===== config.mk =====
export PLATFORM = sky130hd
export DESIGN_NAME = if_id_stage_flat
export DESIGN_NICKNAME = d
export VERILOG_FILES = /design/src/rtl/if_id_stage_pkg.sv /design/src/rtl/if_id_stage_if.sv /design/src/rtl/if_id_stage_reg.sv /design/src/rtl/if_id_stage.sv /design/src/flat_wrapper.sv
export SDC_FILE = /design/constraint.sdc
export NUM_CORES = 1
export LEC_CHECK = 0
export CORE_UTILIZATION = 40
export DETAILED_ROUTE_END_ITERATION = 10
export PLACE_DENSITY_LB_ADDON = 0.2
export SYNTH_ARGS = -nofsm -noshare
export SYNTH_HDL_FRONTEND = slang
export SYNTH_SLANG_ARGS = --single-unit

===== constraint.sdc =====
create_clock -name clk -period 7.4 [get_ports clk]
set_clock_uncertainty 0.05 [all_clocks]
set_input_delay 1.11 -clock clk [delete_from_list [all_inputs] [get_ports clk]]
set_output_delay 1.11 -clock clk [all_outputs]
set_load 0.01 [all_outputs]

===== src/rtl/if_id_stage_pkg.sv =====
`default_nettype none
// +----------------------------------------------------------------------+
// | if_id_stage_pkg : shared widths, encodings and constants for fetch    |
// | Rev 1.0                                                              |
// +----------------------------------------------------------------------+
package if_id_stage_pkg;

  localparam int          c_XLEN     = 32;
  localparam logic [31:0] c_NOP_INSN = 32'h0000_0013;
  localparam logic [31:0] c_RESET_PC = 32'h0000_0000;

  typedef enum logic [1:0] {
    ST_FETCH = 2'd0,
    ST_HOLD  = 2'd1,
    ST_DRAIN = 2'd2
  } state_e;

  function automatic logic [c_XLEN-1:0] word_align(input logic [c_XLEN-1:0] a);
    return a & 32'hFFFF_FFFC;
  endfunction

endpackage
`default_nettype wire


===== src/rtl/if_id_stage_if.sv =====
`default_nettype none
// +----------------------------------------------------------------------+
// | if_id_stage_if : req/ack instruction-memory port                     |
// | Rev 1.0                                                              |
// +----------------------------------------------------------------------+
interface if_id_stage_if;
  import if_id_stage_pkg::*;

  logic              imem_req;
  logic [c_XLEN-1:0] imem_addr;
  logic              imem_ack;
  logic [c_XLEN-1:0] imem_rdata;

  modport master (
    output imem_req,
    output imem_addr,
    input  imem_ack,
    input  imem_rdata
  );

  modport slave (
    input  imem_req,
    input  imem_addr,
    output imem_ack,
    output imem_rdata
  );

endinterface
`default_nettype wire


===== src/rtl/if_id_stage_reg.sv =====
`default_nettype none
// +----------------------------------------------------------------------+
// | if_id_reg : IF/ID pipeline register with hold and flush-to-bubble     |
// | Rev 1.0                                                              |
// +----------------------------------------------------------------------+
module if_id_reg
  import if_id_stage_pkg::*;
#(
  parameter logic [31:0] NOP_INSN = c_NOP_INSN
) (
  input  wire logic              clk,
  input  wire logic              rst,
  input  wire logic              load,
  input  wire logic              bubble,
  input  wire logic [c_XLEN-1:0] d_pc,
  input  wire logic [c_XLEN-1:0] d_ir,
  output logic      [c_XLEN-1:0] id_pc,
  output logic      [c_XLEN-1:0] id_pc4,
  output logic      [c_XLEN-1:0] id_ir,
  output logic                   id_valid
);

  logic [c_XLEN-1:0] r_pc;
  logic [c_XLEN-1:0] r_pc4;
  logic [c_XLEN-1:0] r_ir;
  logic              r_valid;

  // A bubble keeps the last pc/pc4 so ID still sees a sensible PC.
  always_ff @(posedge clk) begin
    if (rst) begin
      r_pc    <= '0;
      r_pc4   <= '0;
      r_ir    <= NOP_INSN;
      r_valid <= 1'b0;
    end else if (bubble) begin
      r_ir    <= NOP_INSN;
      r_valid <= 1'b0;
    end else if (load) begin
      r_pc    <= d_pc;
      r_pc4   <= d_pc + 32'd4;
      r_ir    <= d_ir;
      r_valid <= 1'b1;
    end
  end

  assign id_pc    = r_pc;
  assign id_pc4   = r_pc4;
  assign id_ir    = r_ir;
  assign id_valid = r_valid;

endmodule
`default_nettype wire


===== src/rtl/if_id_stage.sv =====
`default_nettype none
// +----------------------------------------------------------------------+
// | if_id_stage : PC, fetch FSM with skid buffer, and IF/ID register      |
// | Rev 1.0                                                              |
// +----------------------------------------------------------------------+
module if_id_stage
  import if_id_stage_pkg::*;
#(
  parameter logic [31:0] RESET_PC = c_RESET_PC,
  parameter logic [31:0] NOP_INSN = c_NOP_INSN
) (
  input  wire logic              clk,
  input  wire logic              rst,
  input  wire logic              stall,
  input  wire logic              flush,
  input  wire logic [c_XLEN-1:0] redirect_pc,
  if_id_stage_if.master          imem,
  output logic      [c_XLEN-1:0] id_pc,
  output logic      [c_XLEN-1:0] id_pc4,
  output logic      [c_XLEN-1:0] id_ir,
  output logic                   id_valid
);

  state_e            r_state;
  logic [c_XLEN-1:0] r_pc;
  logic [c_XLEN-1:0] r_pend_pc;
  logic [c_XLEN-1:0] r_skid_pc;
  logic [c_XLEN-1:0] r_skid_ir;

  logic [c_XLEN-1:0] w_redirect;
  logic              w_load;
  logic              w_bubble;
  logic [c_XLEN-1:0] w_d_pc;
  logic [c_XLEN-1:0] w_d_ir;

  assign w_redirect = word_align(redirect_pc);

  // Memory shares rst, so the request drops immediately without waiting for the edge.
  assign imem.imem_req  = !rst && (r_state == ST_FETCH || r_state == ST_DRAIN);
  assign imem.imem_addr = r_pc;

  always_comb begin
    w_load   = 1'b0;
    w_bubble = 1'b0;
    w_d_pc   = r_pc;
    w_d_ir   = imem.imem_rdata;
    case (r_state)
      ST_FETCH: begin
        if (flush)                           w_bubble = 1'b1;
        else if (imem.imem_ack && !stall)    w_load   = 1'b1;
        else if (!imem.imem_ack && !stall)   w_bubble = 1'b1;
      end
      ST_HOLD: begin
        if (flush) begin
          w_bubble = 1'b1;
        end else if (!stall) begin
          w_load = 1'b1;
          w_d_pc = r_skid_pc;
          w_d_ir = r_skid_ir;
        end
      end
      default: w_bubble = 1'b1;
    endcase
  end

  always_ff @(posedge clk) begin
    if (rst) begin
      r_state   <= ST_FETCH;
      r_pc      <= word_align(RESET_PC);
      r_pend_pc <= '0;
      r_skid_pc <= '0;
      r_skid_ir <= '0;
    end else begin
      case (r_state)
        ST_FETCH: begin
          if (flush) begin
            if (imem.imem_ack) begin
              r_pc <= w_redirect;
            end else begin
              r_pend_pc <= w_redirect;
              r_state   <= ST_DRAIN;
            end
          end else if (imem.imem_ack) begin
            if (!stall) begin
              r_pc <= r_pc + 32'd4;
            end else begin
              r_skid_pc <= r_pc;
              r_skid_ir <= imem.imem_rdata;
              r_state   <= ST_HOLD;
            end
          end
        end
        ST_HOLD: begin
          if (flush) begin
            r_pc    <= w_redirect;
            r_state <= ST_FETCH;
          end else if (!stall) begin
            r_pc    <= r_pc + 32'd4;
            r_state <= ST_FETCH;
          end
        end
        ST_DRAIN: begin
          // The newest redirect wins, even if it lands on the draining ack.
          if (imem.imem_ack) begin
            r_pc    <= flush ? w_redirect : r_pend_pc;
            r_state <= ST_FETCH;
          end else if (flush) begin
            r_pend_pc <= w_redirect;
          end
        end
        default: r_state <= ST_FETCH;
      endcase
    end
  end

  if_id_reg #(
    .NOP_INSN (NOP_INSN)
  ) u_if_id_reg (
    .clk      (clk),
    .rst      (rst),
    .load     (w_load),
    .bubble   (w_bubble),
    .d_pc     (w_d_pc),
    .d_ir     (w_d_ir),
    .id_pc    (id_pc),
    .id_pc4   (id_pc4),
    .id_ir    (id_ir),
    .id_valid (id_valid)
  );

endmodule
`default_nettype wire


===== src/flat_wrapper.sv =====
// flat-port wrapper written by rule: the top's interface ports become plain ports
module if_id_stage_flat import if_id_stage_pkg::*;
#(
  parameter logic [31:0] RESET_PC = c_RESET_PC,
  parameter logic [31:0] NOP_INSN = c_NOP_INSN
)
  (clk, rst, stall, flush, redirect_pc, id_pc, id_pc4, id_ir, id_valid, imem_imem_req, imem_imem_addr, imem_imem_ack, imem_imem_rdata);
  if_id_stage_if imem_i ();
  input  wire logic clk;
  input  wire logic rst;
  input  wire logic stall;
  input  wire logic flush;
  input  wire logic [c_XLEN-1:0] redirect_pc;
  output logic      [c_XLEN-1:0] id_pc;
  output logic      [c_XLEN-1:0] id_pc4;
  output logic      [c_XLEN-1:0] id_ir;
  output logic id_valid;
  output wire logic [$bits(imem_i.imem_req)-1:0] imem_imem_req;
  output wire logic [$bits(imem_i.imem_addr)-1:0] imem_imem_addr;
  input wire logic [$bits(imem_i.imem_ack)-1:0] imem_imem_ack;
  input wire logic [$bits(imem_i.imem_rdata)-1:0] imem_imem_rdata;
  assign imem_imem_req = imem_i.imem_req;
  assign imem_imem_addr = imem_i.imem_addr;
  assign imem_i.imem_ack = imem_imem_ack;
  assign imem_i.imem_rdata = imem_imem_rdata;
  if_id_stage #(.RESET_PC(RESET_PC), .NOP_INSN(NOP_INSN)) u_core (.clk(clk), .rst(rst), .stall(stall), .flush(flush), .redirect_pc(redirect_pc), .imem(imem_i), .id_pc(id_pc), .id_pc4(id_pc4), .id_ir(id_ir), .id_valid(id_valid));
endmodule

==> results.md, run 1 <==
- Status: complete, no violations
- Synth Area per Inst: 7.43 um2
- Filler Cells Inserted: 2559
- Area leader, netlist: dfxtp_1
- Req. time, crit path: 7750 ps
- Combinational share of power: 11.1%
- Synth top cells by count: nand2_1, dfxtp_1, a21oi_1, nor2_1, clkbuf_1
- Register area share after synthesis: 42.7%
- Worst Path Max Fanout: 82
- First-pass GRT wire length: 51500 um
- Utilization after layout: 51.7%
- Die Span Y: 164 um
- Clock Latency Late Sink: 520 ps
- Top FF cell, synth: dfxtp_1
- Max stage delay cell, worst path: buf_4
- DRC violations left: 0
- Syn Inst Count: 1419
- DRT iter0 DRCs: 1131
- Worst EP arrival: 4170 ps
- Final min period: 3820 ps
- GRT Overall Usage: 23.9%
- Cell area after synthesis: 10500 um2
- Area of the core: 26000 um2
- Sw Pwr: 0.747 mW
- Final Total Pwr: 2.91 mW
- RSZ-0062 raised after global routing: no
- Vias in the first global route: 9182
- Die ar.: 27000 um2
- Switching Share: 25.7%
- Num CTS Buffers: 26
- Final Max Tran Viols: 0
- Max-slew headroom: 24.5%
- Final setup viols: 0
- Effective utilization at floorplan: 40.6%
- Crit-path max cell delay: 800 ps
- DP HPWL: 22100 um
- #FFs+latches synth: 225
- Reg power frac: 45.0%
- Crit end category: flip-flop
- Register clock-pin slew on the reported worst setup and hold paths: 60 ps
- Max Clock Freq: 262 MHz
- Post-CTS setup buffers: 0
- Row cnt: 59
- Antenna violations before repair: 0
- Area after DPL: 12600 um2
- Crit path cell chain: clkdlybuf4s50_1 > nor4b_2 > buf_4 > buf_4 > and4_1 > nand4_1 > a211o_1 > o311ai_0
- PortBufs: 196
- Mean routed wirelength per cell: 17.7 um
- Internal power: 2.16 mW
- Number of max-cap violations: 0
- WL final: 33600 um
- Largest net degree at the start of global routing: 83
- Finished Cell Area: 13400 um2
- Via count: 10605
- CTS tree: built
- CTS Sinks: 225
- Most numerous cell in the Yosys netlist: nand2_1
- Leakage Power: 4.52 nW
- Clock Tree Buf Depth: 3
- Yosys top cell area share: 42.7%
- Clk pwr share: 43.9%
- Placed insts: 1846
- CTS Hold Buffers Added: 0
- Ys Warns: 0
- H-tree Lvls: 1
- Syn nets: 1490
- Placer Congestion: 0.833
- # IOs: 199
- Layout area overhead: 27.4%
- Post-Route Setup TNS: 0 ps
- Area contributors post-synth: dfxtp_1, nand2_1, a21oi_1, nor2_1, clkbuf_1
- Critical path's most frequent cell: buf_4
- Final Cycle Share: 51.7%
- Post-synth ARST share: 0%
- FF-to-FF setup slack: 4270 ps
- Nets: 1610
- Final ANT Viol Nets: 0
- Die width: 164 um
- Post-CTS sizing: 0
- Drt first pass iters: 5
- Layout cells sized above 1: 5.14%
- PD cells: 217 nW/um2
- Crit start category: input port
- HP Class: reg2reg
- Post-synth EDFFs: 0
- Vias per cell: 5.61
- Worst-Margin Slew: 1120 ps
- Final Hold Viols: 0
- Maximum vdd drop: 137 uV
- Layout Cells excl Fill: 1891
- Remaining global-route overflow: 0
- WS Path Type: in2reg
- Root Driver: clkbuf_16
- Post-synth cell types: 65
- N_diodes: 0
-- cell type report --
| cell class | instances | area, um2 | share of cell area (%) |
|---|---|---|---|
| Timing Repair Buffer | 215 | 2100 | 15.6 |
| Sequential cell | 225 | 4500 | 33.5 |
| Multi-Input combinational cell | 1060 | 5520 | 41.1 |
| Clock inverter | 7 | 60.1 | 0.447 |
| Inverter | 11 | 41.3 | 0.307 |
| Tap cell | 335 | 419 | 3.12 |
| Clock buffer | 38 | 787 | 5.86 |
-- critical path, delay by kind of cell --
kind            cells  cell delay (ps)
buf+inv             3             1620
simple gates        3              930
compound gates      2              470
-- worst paths after layout --
check,start,endpoint,cells past startpoint
hold / removal,u_core.r_pend_pc[22]$_SDFFE_PP0P_,u_core.r_pend_pc[22]$_SDFFE_PP0P_,2
hold reg to reg,u_core.r_pend_pc[22]$_SDFFE_PP0P_,u_core.r_pend_pc[22]$_SDFFE_PP0P_,2
setup reg to reg,u_core.r_state[0]$_SDFFE_PP0P_,u_core.u_if_id_reg.id_pc4[26]$_SDFFE_PP0P_,7
setup / recovery,stall,u_core.u_if_id_reg.id_pc4[26]$_SDFFE_PP0P_,8
-- cell families (layout without fill, tap and decap cells) --
kind of cell               after synthesis  after routing  synth area share (%)
adders and majority gates                2              2                 0.237
DFF                                    225            225                  42.7
and+or+nand+nor                        635            635                  26.1
xor gates and xnor gates                11             11                 0.914
muxes                                   31             31                  2.97
buffers and inverters                  134            271                  5.15
AOI/OAI and AO/OA                      381            381                  21.9
-- power groups by stage --
stage | registers, mW | clock network [mW] | logic (mW)
global placement | 1.33 | 0 | 0.318
CTS | 1.31 | 1.29 | 0.322
detailed placement | 1.33 | 0 | 0.320
global route | 1.31 | 1.35 | 0.352
finish | 1.31 | 1.28 | 0.323
floorplan | 1.32 | 0 | 0.171
-- cells in the final DEF (no fill, tap or decap), types with 6 or more instances in the layout --
cell,Yosys,layout
a211o_1,9,9
a211oi_1,41,40
a21o_1,8,8
a21oi_1,205,205
a311oi_1,11,11
a31oi_1,7,7
and3_1,13,13
and4_1,7,7
buf_4,2,20
clkbuf_16,0,27
clkbuf_8,0,7
clkdlybuf4s50_1,0,194
clkinv_2,0,6
dfxtp_1,225,225
inv_1,10,10
mux2i_1,29,29
nand2_1,344,343
nand3_1,41,41
nand4_1,14,14
nor2_1,129,128
nor3_1,32,32
nor4_1,12,11
o21ai_0,42,42
o31ai_1,7,7
or3_1,15,15
xnor2_1,8,8
-- metrics by stage --
step | hold WS [ps] | setup slack (ps)
finish | 401 | 3580
global route | 421 | 3390
CTS | 401 | 3630
detailed placement | 393 | 3090
global placement | 389 | 3140
floorplan | 382 | 3390
-- flip-flops by register name, summed over array words and instances (netlist names) --
register                     flops
u_core.imem.imem_addr           32
u_core.r_pend_pc                32
u_core.r_skid_ir                32
u_core.r_skid_pc                32
u_core.u_if_id_reg.id_ir        32
u_core.u_if_id_reg.id_pc        32
u_core.u_if_id_reg.id_pc4       30
u_core.r_state                   2
u_core.u_if_id_reg.id_valid      1
-- per-layer routing --
layer / GRT usage, % / part of all wire, %
met1: 36.8 / 49
met2: 34.0 / 42
met3: 4.04 / 7.7
met4: 5.22 / 1.3
met5: 0 / 0
Note: power is estimated with default switching activity, not from simulation.
==> run 2: changes to the inputs <==
==> constraint.sdc (replaced) <==
create_clock -name clk -period 3.39 [get_ports clk]
set_clock_uncertainty 0.05 [all_clocks]
set_input_delay 0.5085 -clock clk [delete_from_list [all_inputs] [get_ports clk]]
set_output_delay 0.5085 -clock clk [all_outputs]
set_load 0.01 [all_outputs]
==> run 2 against run 1 <==
  * Flip-flop and latch count is the same
  * Count of clock-buffer cells in the layout shrank 2
  * Die area is the same
  * Register-to-register slack lost 3600 ps
  * Routed wire length grew 0.61%
  * Via count grew 1.5%
  * Design area grew 2.0%
  * Non-clock buffer count grew 35
  * Hold slack lost 210 ps
  * Setup slack lost 2900 ps
  * Largest cell class unchanged
  * Sequential share of layout area shrank 0.65 points
==> results.md, run 2 (synthesis results as in run 1) <==
- CTS Hold Buffers Added: 0
- Remaining global-route overflow: 0
- GRT Overall Usage: 24.4%
- Most common cell after layout, fill and taps aside: nand2_1
- Antenna violations before repair: 1
- Met2 wire len: 14600 um
- WL final: 33800 um
- Register clock-pin slew on the reported worst setup and hold paths: 60 ps
- Reg power frac: 45.7%
- CTS tree: built
- Worst Path Max Fanout: 11
- Filler Cells Inserted: 2527
- Status: complete, no violations
- CTS Sinks: 225
- Largest net degree at the start of global routing: 162
- Drt first pass iters: 5
- N_diodes: 0
- Final ANT Viol Nets: 0
- DP HPWL: 23000 um
- Final Max Tran Viols: 0
- Crit path cell chain: nor4b_4 > mux2i_1 > inv_1 > ha_1 > and4_1 > nand4_1 > nand2_1 > o311ai_0
- Layout Cells excl Fill: 1925
- Final setup viols: 0
- Nets: 1644
- Number of max-cap violations: 0
- Final Hold Viols: 0
- Leakage Power: 4.67 nW
- Utilization after layout: 52.7%
- Num CTS Buffers: 25
- Die Span Y: 164 um
- Vias in the first global route: 9405
- Max Clock Freq: 364 MHz
- Top delay family on crit path: simple AND/OR/NAND/NOR gates
- Max stage delay cell, worst path: dfxtp_1
- Mean routed wirelength per cell: 17.5 um
- WS Path Type: reg2reg
- Clock Latency Late Sink: 530 ps
- Combinational share of power: 12.2%
- Worst EP arrival: 3100 ps
- Final Total Pwr: 6.21 mW
- Max-slew headroom: 37.8%
- Crit-path max cell delay: 530 ps
- Post-Route Setup TNS: 0 ps
- Req. time, crit path: 3750 ps
- Layout cells sized above 1: 6.98%
- DRT iter0 DRCs: 1111
- Vias per cell: 5.59
- First-pass GRT wire length: 52400 um
- Worst-Margin Slew: 929 ps
- Final min period: 2750 ps
- DRC violations left: 0
- Post-CTS sizing: 0
- Buf/Inv on CP: 1
- Maximum vdd drop: 307 uV
- HP Class: in2reg
- Via count: 10761
- Commonest cells after routing, fill and taps aside: nand2_1, dfxtp_1, a21oi_1, clkdlybuf4s50_1, nor2_1
- Sw Pwr: 1.62 mW
- Clk pwr share: 42.1%
- Crit start category: flip-flop
- Effective utilization at floorplan: 40.6%
- Switching Share: 26.1%
- Die width: 164 um
- Metal3 WL: 2680 um
- Final Cycle Share: 81.0%
- PortBufs: 196
- Metal-1 WL: 16000 um
- Die ar.: 27000 um2
- Root Driver: clkbuf_16
- Area of the core: 26000 um2
- Placed insts: 1881
- # IOs: 199
- RSZ-0062 raised after global routing: no
- Internal power: 4.60 mW
- Row cnt: 59
- Placer Congestion: 0.874
- PD cells: 454 nW/um2
- Uppermost layer routed: met5
- Crit end category: flip-flop
- Layout area overhead: 29.9%
- Clock Tree Buf Depth: 3
- H-tree Lvls: 1
- Post-CTS setup buffers: 0
==> run 2: cell count changes in the layout (fill, tap and decap cells not counted), sizes merged <==
cell      previous run  this run
buf                 21        56
inv                 10        11
clkinv               7         6
clkbuf              38        36
clkinvlp             0         1
==> run 2: routing by layer <==
layer,track usage [%],up-vias
met2,36.1,415
met1,37.0,5030
met3,3.43,43
met5,0,-
met4,5.18,2
li1,-,5271
==> run 2: area by class of cell <==
cell class	count	area [um2]	area share, %
clock buffers	36	707	5.16
clock inverters	8	71.3	0.521
inverters	11	41.3	0.301
multi-input cells	1060	5530	40.4
flip-flops and latches	225	4500	32.9
well taps	335	419	3.06
repair buffers	250	2420	17.7
==> run 2: worst paths after layout <==
kind                                        startpoint                                          to  slack, ps  depth (start not counted)
max                     u_core.r_state[0]$_SDFFE_PP0P_  u_core.u_if_id_reg.id_pc4[24]$_SDFFE_PP0P_        640                          8
min                                                rst            u_core.r_pend_pc[7]$_SDFFE_PP0P_        190                          2
max reg2reg             u_core.r_state[0]$_SDFFE_PP0P_  u_core.u_if_id_reg.id_pc4[24]$_SDFFE_PP0P_        640                          8
min reg2reg  u_core.u_if_id_reg.id_pc4[5]$_SDFFE_PP0P_   u_core.u_if_id_reg.id_pc4[5]$_SDFFE_PP0P_        400                          2
==> run 2: power groups by stage <==
stage	sequential (mW)	combinational, mW	clock (mW)
final	2.84	0.757	2.62
after global routing	2.85	0.824	2.77
after CTS	2.84	0.753	2.66
after detailed placement	2.90	0.750	0
after global placement	2.89	0.745	0
after floorplan	2.88	0.373	0
==> run 2: per-stage QoR <==
step | instance area (um2) | setup WS (ps) | hold slack [ps]
final | 13700 | 645 | 193
after global routing | 13700 | 424 | 189
after CTS | 13700 | 699 | 183
after detailed placement | 12900 | 209 | 396
after global placement | 12900 | 259 | 387
after floorplan | 10500 | 57.5 | 382
==> run 2: worst register-to-register path: cells and delay by family, from the launching register on <==
family	cells	cell delay (ps)
AND/OR/NAND/NOR	4	1060
AO/OA/AOI/OAI	1	350
adder cells (fa/ha/maj)	1	290
flip-flops	1	530
buffers and inverters	1	70
multiplexers	1	280
